$ cat src/rtl/pipeline_reg_idex_skid_pkg.sv
// Shared widths and occupancy encoding for the ID/EX skid pipeline register.
// The top exposes stall_cnt only when built with IDEX_STALL_CNT_EN.
package pipeline_reg_idex_skid_pkg;

  localparam int unsigned COMMON_WIDTH   = 32;
  localparam int unsigned REG_NUM        = 5;
  localparam int unsigned ALU_TYPE_WIDTH = 4;

  localparam logic [31:0] STALL_CNT_MAX = '1;

  typedef enum logic [1:0] {
    OCC_EMPTY = 2'd0,
    OCC_MAIN  = 2'd1,
    OCC_BOTH  = 2'd2
  } occ_e;

endpackage

$ cat src/rtl/pipeline_reg_idex_skid_skid_ctrl.sv
// Occupancy control for the main/skid entry pair: valid bits, load enables and in_ready.
// in_ready is decoded from state only, so out_ready never reaches it combinationally.
module skid_ctrl
  import pipeline_reg_idex_skid_pkg::*;
(
  input  logic clk,
  input  logic rst,
  input  logic flush,
  input  logic in_valid,
  input  logic out_ready,
  output logic in_ready,
  output logic out_valid,
  output logic main_load,
  output logic main_from_skid,
  output logic skid_load
);

  occ_e r_state;
  logic w_accept;
  logic w_advance;

  assign in_ready       = (r_state != OCC_BOTH);
  assign out_valid      = (r_state != OCC_EMPTY);
  assign w_accept       = in_valid & in_ready & ~flush;
  assign w_advance      = ~out_valid | out_ready;
  assign main_from_skid = (r_state == OCC_BOTH);
  assign main_load      = ~flush & w_advance & (main_from_skid | w_accept);
  assign skid_load      = ~flush & ~w_advance & w_accept;

  always_ff @(posedge clk or negedge rst) begin
    if (!rst) begin
      r_state <= OCC_EMPTY;
    end else if (flush) begin
      r_state <= OCC_EMPTY;
    end else begin
      case (r_state)
        OCC_EMPTY: if (in_valid) r_state <= OCC_MAIN;
        OCC_MAIN: begin
          if (out_ready && !in_valid)      r_state <= OCC_EMPTY;
          else if (!out_ready && in_valid) r_state <= OCC_BOTH;
        end
        // A full skid blocks input, so a drain only ever drops one entry.
        OCC_BOTH:  if (out_ready) r_state <= OCC_MAIN;
        default:   r_state <= OCC_EMPTY;
      endcase
    end
  end

endmodule

$ cat src/rtl/pipeline_reg_idex_skid.sv
// ID/EX pipeline register with a skid entry; src2/imm mux applied at capture.
// Define IDEX_STALL_CNT_EN to add the saturating stall_cnt back-pressure counter port.
module pipeline_reg_idex_skid
  import pipeline_reg_idex_skid_pkg::*;
#(
  parameter int unsigned DATA_W = COMMON_WIDTH,
  parameter int unsigned REG_W  = REG_NUM,
  parameter int unsigned ALU_W  = ALU_TYPE_WIDTH
) (
  input  logic              clk,
  input  logic              rst,
  input  logic              flush,
  input  logic              in_valid,
  output logic              in_ready,
  input  logic [ALU_W-1:0]  alu_type_in,
  input  logic [REG_W-1:0]  rd_in,
  input  logic [DATA_W-1:0] src1_in,
  input  logic [DATA_W-1:0] src2_in,
  input  logic              imm_tag,
  input  logic [DATA_W-1:0] imm,
  output logic              out_valid,
  input  logic              out_ready,
  output logic [ALU_W-1:0]  alu_type,
  output logic [REG_W-1:0]  rd,
  output logic [DATA_W-1:0] src1,
  output logic [DATA_W-1:0] src2_imm
`ifdef IDEX_STALL_CNT_EN
  ,
  output logic [31:0]       stall_cnt
`endif
);

  logic              w_main_load;
  logic              w_main_from_skid;
  logic              w_skid_load;
  logic [DATA_W-1:0] w_src2_imm_in;

  logic [ALU_W-1:0]  r_alu_type,  r_sk_alu_type;
  logic [REG_W-1:0]  r_rd,        r_sk_rd;
  logic [DATA_W-1:0] r_src1,      r_sk_src1;
  logic [DATA_W-1:0] r_src2_imm,  r_sk_src2_imm;

  skid_ctrl u_skid_ctrl (
    .clk            (clk),
    .rst            (rst),
    .flush          (flush),
    .in_valid       (in_valid),
    .out_ready      (out_ready),
    .in_ready       (in_ready),
    .out_valid      (out_valid),
    .main_load      (w_main_load),
    .main_from_skid (w_main_from_skid),
    .skid_load      (w_skid_load)
  );

  assign w_src2_imm_in = imm_tag ? imm : src2_in;

  always_ff @(posedge clk or negedge rst) begin
    if (!rst) begin
      r_alu_type    <= '0;
      r_rd          <= '0;
      r_src1        <= '0;
      r_src2_imm    <= '0;
      r_sk_alu_type <= '0;
      r_sk_rd       <= '0;
      r_sk_src1     <= '0;
      r_sk_src2_imm <= '0;
    end else begin
      if (w_main_load) begin
        r_alu_type <= w_main_from_skid ? r_sk_alu_type : alu_type_in;
        r_rd       <= w_main_from_skid ? r_sk_rd       : rd_in;
        r_src1     <= w_main_from_skid ? r_sk_src1     : src1_in;
        r_src2_imm <= w_main_from_skid ? r_sk_src2_imm : w_src2_imm_in;
      end
      if (w_skid_load) begin
        r_sk_alu_type <= alu_type_in;
        r_sk_rd       <= rd_in;
        r_sk_src1     <= src1_in;
        r_sk_src2_imm <= w_src2_imm_in;
      end
    end
  end

  assign alu_type = r_alu_type;
  assign rd       = r_rd;
  assign src1     = r_src1;
  assign src2_imm = r_src2_imm;

`ifdef IDEX_STALL_CNT_EN
  logic [31:0] r_stall_cnt;

  always_ff @(posedge clk or negedge rst) begin
    if (!rst) begin
      r_stall_cnt <= '0;
    end else if (out_valid && !out_ready && (r_stall_cnt != STALL_CNT_MAX)) begin
      r_stall_cnt <= r_stall_cnt + 32'd1;
    end
  end

  assign stall_cnt = r_stall_cnt;
`endif

endmodule

$ cat config.mk
export PLATFORM = sky130hd
export DESIGN_NAME = pipeline_reg_idex_skid
export DESIGN_NICKNAME = d
export VERILOG_FILES = /design/src/rtl/pipeline_reg_idex_skid_pkg.sv /design/src/rtl/pipeline_reg_idex_skid_skid_ctrl.sv /design/src/rtl/pipeline_reg_idex_skid.sv
export SDC_FILE = /design/constraint.sdc
export NUM_CORES = 1
export LEC_CHECK = 0
export BUFFER_PORTS_ARGS = -buffer_cell sky130_fd_sc_hd__buf_2
export CORE_AREA = 3 3 121 123
export CTS_CLUSTER_DIAMETER = 100
export DETAILED_ROUTE_END_ITERATION = 12
export DIE_AREA = 0 0 124 126
export PLACE_DENSITY_LB_ADDON = 0.1
export SLEW_MARGIN = 15
export SYNTH_ARGS = -nofsm -noshare
export SYNTH_HDL_FRONTEND = slang
export SYNTH_SLANG_ARGS = --single-unit
$ cat constraint.sdc
create_clock -name clk -period 3.65 [get_ports clk]
set_input_delay 0.5475 -clock clk [delete_from_list [all_inputs] [get_ports clk]]
set_output_delay 0.5475 -clock clk [all_outputs]
set_load 0.01 [all_outputs]
==> results.json <==
{
  "r2r-end": "src1[6]",
  "die_x_um": 124,
  "ctsHtreeMaxLevel": 4,
  "maxCapViolations": 0,
  "wirelength_um": 14100,
  "powerDensity_mw_per_mm2": 579,
  "drtPass1Iterations": 4,
  "crit-reg2reg-launch": "u_skid_ctrl.r_state[1]",
  "drc_errors": 0,
  "gr-usage-all-layers_pct": 18.8,
  "root_buffer": "clkbuf_16",
  "setup_viol": 0,
  "gr-total-overflow": 0,
  "row_count": 43,
  "hold_path.class": "input port to asynchronous set/reset pin",
  "drt-wirelength-per-cell_um": 16.6,
  "grt_pass1_vias": 4675,
  "grt_pass1_wl_um": 22900,
  "initial_utilization_pct": 49.5,
  "min_period_ns": 2.27,
  "ff2ff_setup_slack_ns": 1.38,
  "worst_setup_path_end_kind": "register",
  "vias": 4318,
  "antenna_found_initial": 1,
  "fmax_mhz": 441,
  "cts_tree": "built",
  "core_area_mm2": 0.0138,
  "ys_ff_latch": 148,
  "run_status": "finished clean",
  "insertion_delay_ns": 0.42,
  "fin_setup_tns_ns": 0,
  "dieArea_mm2": 0.0156,
  "synth-main-ff-cell": "dfrtp_1",
  "worst_pin_slew_ns": 0.737,
  "portBuffers": 185,
  "synth_area_leaders": "dfrtp_1, mux2_2, mux2i_1",
  "area_growth_pct": 25.0,
  "rsz0062_at_grt": "false",
  "cp-endpoint": "src1[6]",
  "startpoint_type": "register",
  "synth.distinct_cells": 20,
  "synth_warnings": 0,
  "maxSlewViolCount": 0,
  "placed_cells_incl_taps": 818,
  "post_cts_resized": 0,
  "fin_worst_skew_ns": 0.00650,
  "fin_crit_sh_pct": 62.2,
  "ys_async_sr_fraction_pct": 100,
  "ys_seq_area_share_pct": 54.3,
  "dp_slack_ns": 1.38,
  "place_hpwl_um": 9470,
  "design_area_mm2": 0.00853,
  "synthTopCellsByCount": "mux2_2, dfrtp_1, mux2i_1, inv_1, buf_2",
  "hold_buffers": 0,
  "n_antenna_cell": 0,
  "place_congestion": 0.743,
  "synth_nets": 584,
  "cts_buffer_depth": 2,
  "crit_required_ns": 3.95,
  "vias_per_cell": 5.08,
  "crit_type": "register to register",
  "yosysTopAreaCell": "dfrtp_1",
  "drive_above_1_share_pct": 60.6,
  "hold_viol": 0,
  "cts_inserted_buffers": 17,
  "finalNetCount": 768,
  "cp-startpoint": "u_skid_ctrl.r_state[1]",
  "setup_ws_ns": 1.38,
  "postRouteAntennaNets": 0,
  "io_pins": 186,
  "clkSinkCount": 148,
  "drtIter0Drc": 119,
  "path_clk_slew_ns": 0.06,
  "die_y_um": 126,
  "yosysTopAreaCellShare_pct": 54.3,
  "cts_setup_buffers": 0,
  "synth_enable_flop_cells": 0,
  "postSynthAreaPerCell_um2": 14.4,
  "postPlaceCellArea_mm2": 0.00793,
  "slew_headroom_pct": 50.8,
  "power_w": 0.00494,
  "layout.cells.non_filler": 850,
  "cp_max_fo": 22,
  "grt_start_max_net_pins": 78,
  "synth_area_mm2": 0.00682,
  "vdd_drop_max_v": 0.000366,
  "synthMostInstantiatedCell": "mux2_2",
  "synthCells": 473,
  "worstPathArrival_ns": 2.57,
  "r2r_cells": 4,
  "leakagePower_nw": 4.20
}
==> per-stage QoR <==
step	hold WS, ns	utilization, %
6_report	0.155	61.9
5_1_grt	0.198	61.9
4_1_cts	0.179	61.9
3_5_place_dp	0.473	57.6
3_3_place_gp	0.461	57.6
2_1_floorplan	0.252	-
==> state kept, by name (all words and copies together), names as in the netlist <==
signal	count
alu_type	4
r_sk_alu_type	4
r_sk_src1	32
src1	32
rd	5
u_skid_ctrl.r_state	2
r_sk_rd	5
src2_imm	32
r_sk_src2_imm	32
==> where the power goes <==
part | switching [W] | leakage [nW] | total [W] | internal [W]
sequential | 0.000204 | 1.78 | 0.00226 | 0.00205
combinational | 0.000432 | 2.15 | 0.000969 | 0.000537
clock | 0.000655 | 0.274 | 0.00171 | 0.00106
total | 0.00129 | 4.20 | 0.00494 | 0.00365
==> worst min-delay path by stage <==
stage,endpoint,slack [ns],cells past startpoint
floorplan,alu_type[0],0.25,0
global placement,r_sk_src1[27],0.46,1
detailed placement,r_sk_alu_type[0],0.47,1
CTS,r_sk_src2_imm[24],0.18,1
global route,src2_imm[24],0.20,1
finish,src2_imm[24],0.15,1
==> final cells by class <==
cell class | count | area, µm²
flip-flops and latches | 148 | 3700
clock inverters | 11 | 128
repair buffers | 192 | 1010
clock buffers | 21 | 470
fillers | 1119 | 5250
inverters | 33 | 124
well taps | 180 | 225
multi-input cells | 265 | 2870
==> cells by family after synthesis <==
group,synth area share (%)
AO/OA/AOI/OAI,0.385
flip-flops,54.3
multiplexers,40.4
buffers and inverters,4.03
AND/OR/NAND/NOR,0.917
==> per-layer routing <==
metal	part of all wire (%)	routed length (µm)	global-route usage [%]
met1	41	5820	22.4
met2	49	6900	31.5
met5	0.11	16	0
met4	1.6	229	6.51
met3	8.0	1140	6.78
==> worst max-delay path: stages, from the launching register on <==
cell and delay, ns:
dfrtp_1 0.41, nor2b_4 0.65, buf_4 0.43, mux2_2 0.37
mux2_2 0.27
==> layout by cell type (no fill, tap or decap), types with 3 or more instances in the layout <==
cell type / netlist / routed
buf_4: 7 / 5
mux2i_1: 65 / 65
inv_1: 32 / 32
clkbuf_8: 0 / 3
buf_2: 19 / 184
mux2_1: 12 / 12
mux2_2: 175 / 175
clkinvlp_4: 0 / 6
dfrtp_1: 148 / 148
clkbuf_16: 0 / 17
(Power assumes the default switching activity.)
